==> config.mk <==
export PLATFORM = sky130hd
export DESIGN_NAME = cache_assoc_ctrl
export DESIGN_NICKNAME = d
export VERILOG_FILES = /design/src/rtl/cache_assoc_ctrl.sv
export SDC_FILE = /design/constraint.sdc
export NUM_CORES = 1
export LEC_CHECK = 0
export BUFFER_PORTS_ARGS = -buffer_cell sky130_fd_sc_hd__buf_2
export CAP_MARGIN = 40
export CORE_ASPECT_RATIO = 1.1
export CORE_UTILIZATION = 55
export DETAILED_ROUTE_END_ITERATION = 10
export GPL_ROUTABILITY_DRIVEN = 0
export GPL_TIMING_DRIVEN = 0
export PLACE_DENSITY_LB_ADDON = 0.1
export SYNTH_ARGS = -nofsm -noshare
export SYNTH_HDL_FRONTEND = slang
export SYNTH_SLANG_ARGS = --single-unit
==> constraint.sdc <==
create_clock -name clk_i -period 2.7 [get_ports clk_i]
set_input_delay 0.405 -clock clk_i [delete_from_list [all_inputs] [get_ports clk_i]]
set_output_delay 0.405 -clock clk_i [all_outputs]
set_load 0.01 [all_outputs]
==> src/rtl/cache_assoc_ctrl.sv <==
// Set-associative cache controller: hit/miss FSM, tree-PLRU replacement, write-back/refill handshakes.
// Optional set/way flush walk is compiled in when CACHE_ASSOC_CTRL_FLUSH_EN is defined.
module cache_assoc_ctrl #(
  parameter int p_num_ways = 2,
  parameter int p_num_sets = 16
) (
  input  logic                          clk_i,
  input  logic                          reset_ni,
  input  logic                          memreq_val_i,
  output logic                          memreq_rdy_o,
  input  logic                          memreq_type_i,
  input  logic [$clog2(p_num_sets)-1:0] memreq_idx_i,
  output logic                          memresp_val_o,
  input  logic                          memresp_rdy_i,
  input  logic [p_num_ways-1:0]         tag_match_i,
  input  logic [p_num_ways-1:0]         dirty_i,
  output logic [$clog2(p_num_ways)-1:0] way_sel_o,
  output logic                          darray_wen_o,
  output logic                          tarray_wen_o,
  output logic                          dirty_wen_o,
  output logic                          dirty_wdata_o,
  output logic                          mem_req_val_o,
  input  logic                          mem_req_rdy_i,
  output logic                          mem_req_rw_o,
  input  logic                          mem_resp_val_i,
  output logic                          mem_resp_rdy_o,
  input  logic                          flush_i,
  output logic                          flush_done_o,
  output logic [$clog2(p_num_sets)-1:0] flush_idx_o
);

  localparam int WW = $clog2(p_num_ways);
  localparam int IW = $clog2(p_num_sets);

  typedef enum logic [2:0] {
    IDLE, EVICT, REFILL_REQ, REFILL_WAIT, RESP
`ifdef CACHE_ASSOC_CTRL_FLUSH_EN
    , FLUSH, FLUSH_FIN
`endif
  } state_e;

  state_e                state_q, state_d;
  logic                  type_q, type_d;
  logic [IW-1:0]         idx_q, idx_d;
  logic [WW-1:0]         way_q, way_d;
  logic                  wr_pend_q, wr_pend_d;
  logic [p_num_ways-2:0] plru_q [p_num_sets];
  logic                  plru_we;
  logic [IW-1:0]         plru_idx;
  logic [WW-1:0]         plru_way;
  logic [WW-1:0]         hit_way;
  logic [WW-1:0]         victim;

  // Tree walk from the root: a 0 bit steers left (lower ways), so a freshly reset set evicts way 0.
  function automatic logic [WW-1:0] plruVictim(input logic [p_num_ways-2:0] bits);
    logic [WW:0] node;
    node = WW'(1) == '0 ? '0 : (WW+1)'(1);
    for (int l = 0; l < WW; l++) node = {node[WW-1:0], bits[node-1]};
    return node[WW-1:0];
  endfunction

  function automatic logic [p_num_ways-2:0] plruUpdate(input logic [p_num_ways-2:0] bits,
                                                       input logic [WW-1:0] way);
    logic [p_num_ways-2:0] res;
    logic [WW:0]           node;
    logic                  d;
    res  = bits;
    node = (WW+1)'(1);
    for (int l = 0; l < WW; l++) begin
      d             = way[WW-1-l];
      res[node-1]   = ~d;
      node          = {node[WW-1:0], d};
    end
    return res;
  endfunction

  always_comb begin
    hit_way = '0;
    for (int i = 0; i < p_num_ways; i++)
      if (tag_match_i[i]) hit_way = hit_way | WW'(i);
  end

  assign victim = plruVictim(plru_q[memreq_idx_i]);

`ifdef CACHE_ASSOC_CTRL_FLUSH_EN
  logic [IW-1:0] fidx_q, fidx_d;
  logic [WW-1:0] fway_q, fway_d;
  logic          flush_adv;
`else
  logic unused_flush;
  assign unused_flush = flush_i;
  assign flush_done_o = 1'b0;
  assign flush_idx_o  = '0;
`endif

  always_comb begin
    state_d       = state_q;
    type_d        = type_q;
    idx_d         = idx_q;
    way_d         = way_q;
    wr_pend_d     = 1'b0;
    plru_we       = 1'b0;
    plru_idx      = idx_q;
    plru_way      = way_q;
    memreq_rdy_o  = 1'b0;
    memresp_val_o = 1'b0;
    way_sel_o     = '0;
    darray_wen_o  = 1'b0;
    tarray_wen_o  = 1'b0;
    dirty_wen_o   = 1'b0;
    dirty_wdata_o = 1'b0;
    mem_req_val_o = 1'b0;
    mem_req_rw_o  = 1'b0;
    mem_resp_rdy_o = 1'b0;
`ifdef CACHE_ASSOC_CTRL_FLUSH_EN
    flush_done_o  = 1'b0;
    flush_idx_o   = '0;
    fidx_d        = fidx_q;
    fway_d        = fway_q;
    flush_adv     = 1'b0;
`endif
    unique case (state_q)
      IDLE: begin
`ifdef CACHE_ASSOC_CTRL_FLUSH_EN
        if (flush_i && reset_ni) begin
          state_d = FLUSH;
          fidx_d  = '0;
          fway_d  = '0;
        end else
`endif
        begin
          memreq_rdy_o = reset_ni;
          if (memreq_val_i && reset_ni) begin
            type_d = memreq_type_i;
            idx_d  = memreq_idx_i;
            if (|tag_match_i) begin
              memresp_val_o = 1'b1;
              way_sel_o     = hit_way;
              darray_wen_o  = memreq_type_i;
              dirty_wen_o   = memreq_type_i;
              dirty_wdata_o = memreq_type_i;
              plru_we       = 1'b1;
              plru_idx      = memreq_idx_i;
              plru_way      = hit_way;
              way_d         = hit_way;
              if (!memresp_rdy_i) state_d = RESP;
            end else begin
              way_d   = victim;
              state_d = dirty_i[victim] ? EVICT : REFILL_REQ;
            end
          end
        end
      end
      EVICT: begin
        mem_req_val_o = 1'b1;
        mem_req_rw_o  = 1'b1;
        way_sel_o     = way_q;
        if (mem_req_rdy_i) begin
          dirty_wen_o = 1'b1;
          state_d     = REFILL_REQ;
        end
      end
      REFILL_REQ: begin
        mem_req_val_o = 1'b1;
        way_sel_o     = way_q;
        if (mem_req_rdy_i) state_d = REFILL_WAIT;
      end
      REFILL_WAIT: begin
        mem_resp_rdy_o = 1'b1;
        way_sel_o      = way_q;
        if (mem_resp_val_i) begin
          tarray_wen_o = 1'b1;
          darray_wen_o = 1'b1;
          plru_we      = 1'b1;
          wr_pend_d    = type_q;
          state_d      = RESP;
        end
      end
      RESP: begin
        // A write miss merges its store data here, one cycle after the refill lands.
        memresp_val_o = 1'b1;
        way_sel_o     = way_q;
        darray_wen_o  = wr_pend_q;
        dirty_wen_o   = wr_pend_q;
        dirty_wdata_o = wr_pend_q;
        if (memresp_rdy_i) state_d = IDLE;
      end
`ifdef CACHE_ASSOC_CTRL_FLUSH_EN
      FLUSH: begin
        flush_idx_o = fidx_q;
        way_sel_o   = fway_q;
        flush_adv   = 1'b1;
        if (dirty_i[fway_q]) begin
          mem_req_val_o = 1'b1;
          mem_req_rw_o  = 1'b1;
          flush_adv     = mem_req_rdy_i;
          dirty_wen_o   = mem_req_rdy_i;
        end
        if (flush_adv) begin
          fway_d = fway_q + WW'(1);
          if (&fway_q) begin
            fidx_d = fidx_q + IW'(1);
            if (&fidx_q) state_d = FLUSH_FIN;
          end
        end
      end
      FLUSH_FIN: begin
        flush_done_o = 1'b1;
        state_d      = IDLE;
      end
`endif
      default: state_d = IDLE;
    endcase
  end

  always_ff @(posedge clk_i or negedge reset_ni) begin
    if (!reset_ni) begin
      state_q   <= IDLE;
      type_q    <= 1'b0;
      idx_q     <= '0;
      way_q     <= '0;
      wr_pend_q <= 1'b0;
`ifdef CACHE_ASSOC_CTRL_FLUSH_EN
      fidx_q    <= '0;
      fway_q    <= '0;
`endif
    end else begin
      state_q   <= state_d;
      type_q    <= type_d;
      idx_q     <= idx_d;
      way_q     <= way_d;
      wr_pend_q <= wr_pend_d;
`ifdef CACHE_ASSOC_CTRL_FLUSH_EN
      fidx_q    <= fidx_d;
      fway_q    <= fway_d;
`endif
    end
  end

  always_ff @(posedge clk_i or negedge reset_ni) begin
    if (!reset_ni) begin
      for (int s = 0; s < p_num_sets; s++) plru_q[s] <= '0;
    end else if (plru_we) begin
      plru_q[plru_idx] <= plruUpdate(plru_q[plru_idx], plru_way);
    end
  end

endmodule

==> flow_summary.ini <==
[hold_path]
hold_path_class = in2async

[global_routing]
grt_use_total = 0.234
antenna_found_initial = 0
grt_pass1_wl_mm = 5.31
grt_pass1_vias = 1192
grt_max_degree = 31
grt_overflow_total = 0

[logic_synthesis]
synth_seq_cells = 26
yosysSeqAreaShare = 0.398
ys.warnings.count = 0
yosysTopAreaCellShare = 0.398
netlist_area_mm2 = 0.00164
synth-edff-count = 0
synth-async-reset-ratio = 1.00
synthCells = 166
synth_area_leaders = dfrtp_1, mux2_1, nand2_1
synth_commonest_cells = nand2_1, dfrtp_1, mux2_1, nor2_1, mux2i_1
synthDistinctLibCells = 41
yosysTopAreaCell = dfrtp_1
synth.most_common_cell = nand2_1
syn_area_per_cell_um2 = 9.86
synth_flop_cell = dfrtp_1

[timing]
tns_ps = 0
hold_viol = 0
worst_slack_ps = 248
slew_viol_final = 0
fin_skew_ps = 2.26
rsz0062_at_grt = false
fmax_mhz = 408
finalCriticalPeriod_ps = 2450
period_share = 0.908
setup_viol = 0

[critical_path]
crit_path_cell_trace = or3_4 > nor3_4 > a32o_1 > nand2b_1 > buf_2
worstSetupPathType = reg2out
crit_path_end_kind = output pin
rr_worst_depth = 5
crit_buf_inv = 1
critical_path_depth = 5
crit_fanout = 8
worstSetupStartpointType = flop
critPathRequiredTime_ps = 2300
cp_slowest_cell = or3_4
crit_family = simple AND/OR/NAND/NOR gates
crit_arrival_ps = 2050
crit_path_max_incr_delay_ps = 440

[status]
status = complete, no violations

[run]
drv_cap = 0

[clock_network]
clk_pin_slew_ps = 140
root_buffer = clkbuf_4
numCtsBuffers = 3
htreeDepth = 1
tritoncts = built
clock_path_buffers = 2
clk-insertion-delay-late_ps = 320
cts_hold_buf = 0
clock_sinks = 26

[finish]
area_growth_pct = 12.2
drive_gt1_frac = 0.236
final_cell_area_mm2 = 0.00184
layout.nets = 212
fillCellCount = 238
diodes = 0

[floorplan]
dieHeight_um = 59.2
coreArea_mm2 = 0.00280
start_util = 0.584
rows = 20
die_area_mm2 = 0.00320
ios = 31
die_x_um = 54.0

[detailed_routing]
drc = 0
wire_per_inst_um = 14.9
wl_mm = 3.40
vias = 1303
initialDrtViolationCount = 64
viasPerCell = 5.71
ant_nets = 0
first_pass_iters = 4

[pwr]
powerDensity_mw_per_mm2 = 856
leakagePower_nw = 0.921
power_w = 0.00157
vdd_drop_max_uv = 570

[placement]
dpl_cell_area_mm2 = 0.00180
pre_cts_ws_ps = -117
place_hpwl_mm = 2.61
io_buffers = 21
==> timing repair <==
action,4_1_cts,5_1_grt
endpoints found under the setup margin,0,3
gates resized for setup,0,1
buffers inserted,0,0
hold endpoints to repair,0,0
==> layer usage <==
layer  vias up  GRT usage  wire length [um]  part of all wire
met1       629      0.285              1480              0.44
met2        40      0.413              1750              0.51
met3         4     0.0308               135             0.040
met4         0     0.0916                35             0.010
met5         -          0                 0                 0
li1        630          -                 -                 -
==> placed cells by master (no fill, tap or decap), types with 4 or more instances in the layout <==
cell type  Yosys  final
conb_1         1      5
buf_4          5      5
nand2b_1       5      5
clkbuf_4       0      4
nor2_1        13     13
mux2i_1        9      9
mux2_1        13     13
dfrtp_1       26     26
nor2b_1        6      6
nand2_1       33     33
buf_2          2     22
clkbuf_1       6      6
a21oi_1        4      4
mux4_2         4      4
==> flip-flops by register name, indices dropped and copies added (netlist names) <==
| name | flops |
|---|---|
| plru_q | 16 |
| idx_q | 4 |
| wr_pend_q | 1 |
| way_q | 1 |
| state_q | 3 |
| type_q | 1 |
==> metrics by stage <==
step | util | cells | hold WS [ps]
4_1_cts | 0.654 | 228 | 96.7
3_3_place_gp | 0.642 | 224 | 451
6_report | 0.655 | 228 | 19.5
5_1_grt | 0.655 | 228 | 32.8
2_1_floorplan | - | 170 | 109
3_5_place_dp | 0.642 | 224 | 457
==> cells by family after synthesis <==
kind of cell / synth area share
mux: 0.227
xor+xnor: 0.00535
buf+inv: 0.0474
other cells: 0.00229
simple gates: 0.225
flops: 0.398
compound gates: 0.0956
==> area by class of cell <==
type                            instances  area, um2  area share
Multi-Input combinational cell        129        923       0.503
Sequential cell                        26        651       0.354
Timing Repair Buffer                   21        108      0.0586
Buffer                                 13       70.1      0.0381
Tap cell                               33       41.3      0.0225
Clock buffer                            4       36.3      0.0198
Inverter                                2       7.51     0.00409
==> path summary, 6_finish.rpt <==
check | to | start | slack (ps)
hold reg to reg | type_q | type_q | 490
setup / recovery | darray_wen_o | state_q[1] | 250
max in group asynchronous | plru_q[1] | reset_ni | 2400
setup reg to reg | plru_q[3] | state_q[1] | 460
hold / removal | state_q[2] | reset_ni | 20
min in group clk_i | state_q[2] | memresp_rdy_i | 260
==> power by group <==
part           internal, W  switching, W
logic             0.000330      0.000404
clock network    0.0000825      0.000113
registers         0.000537      0.000107
Note: power is estimated with default switching activity, not from simulation.
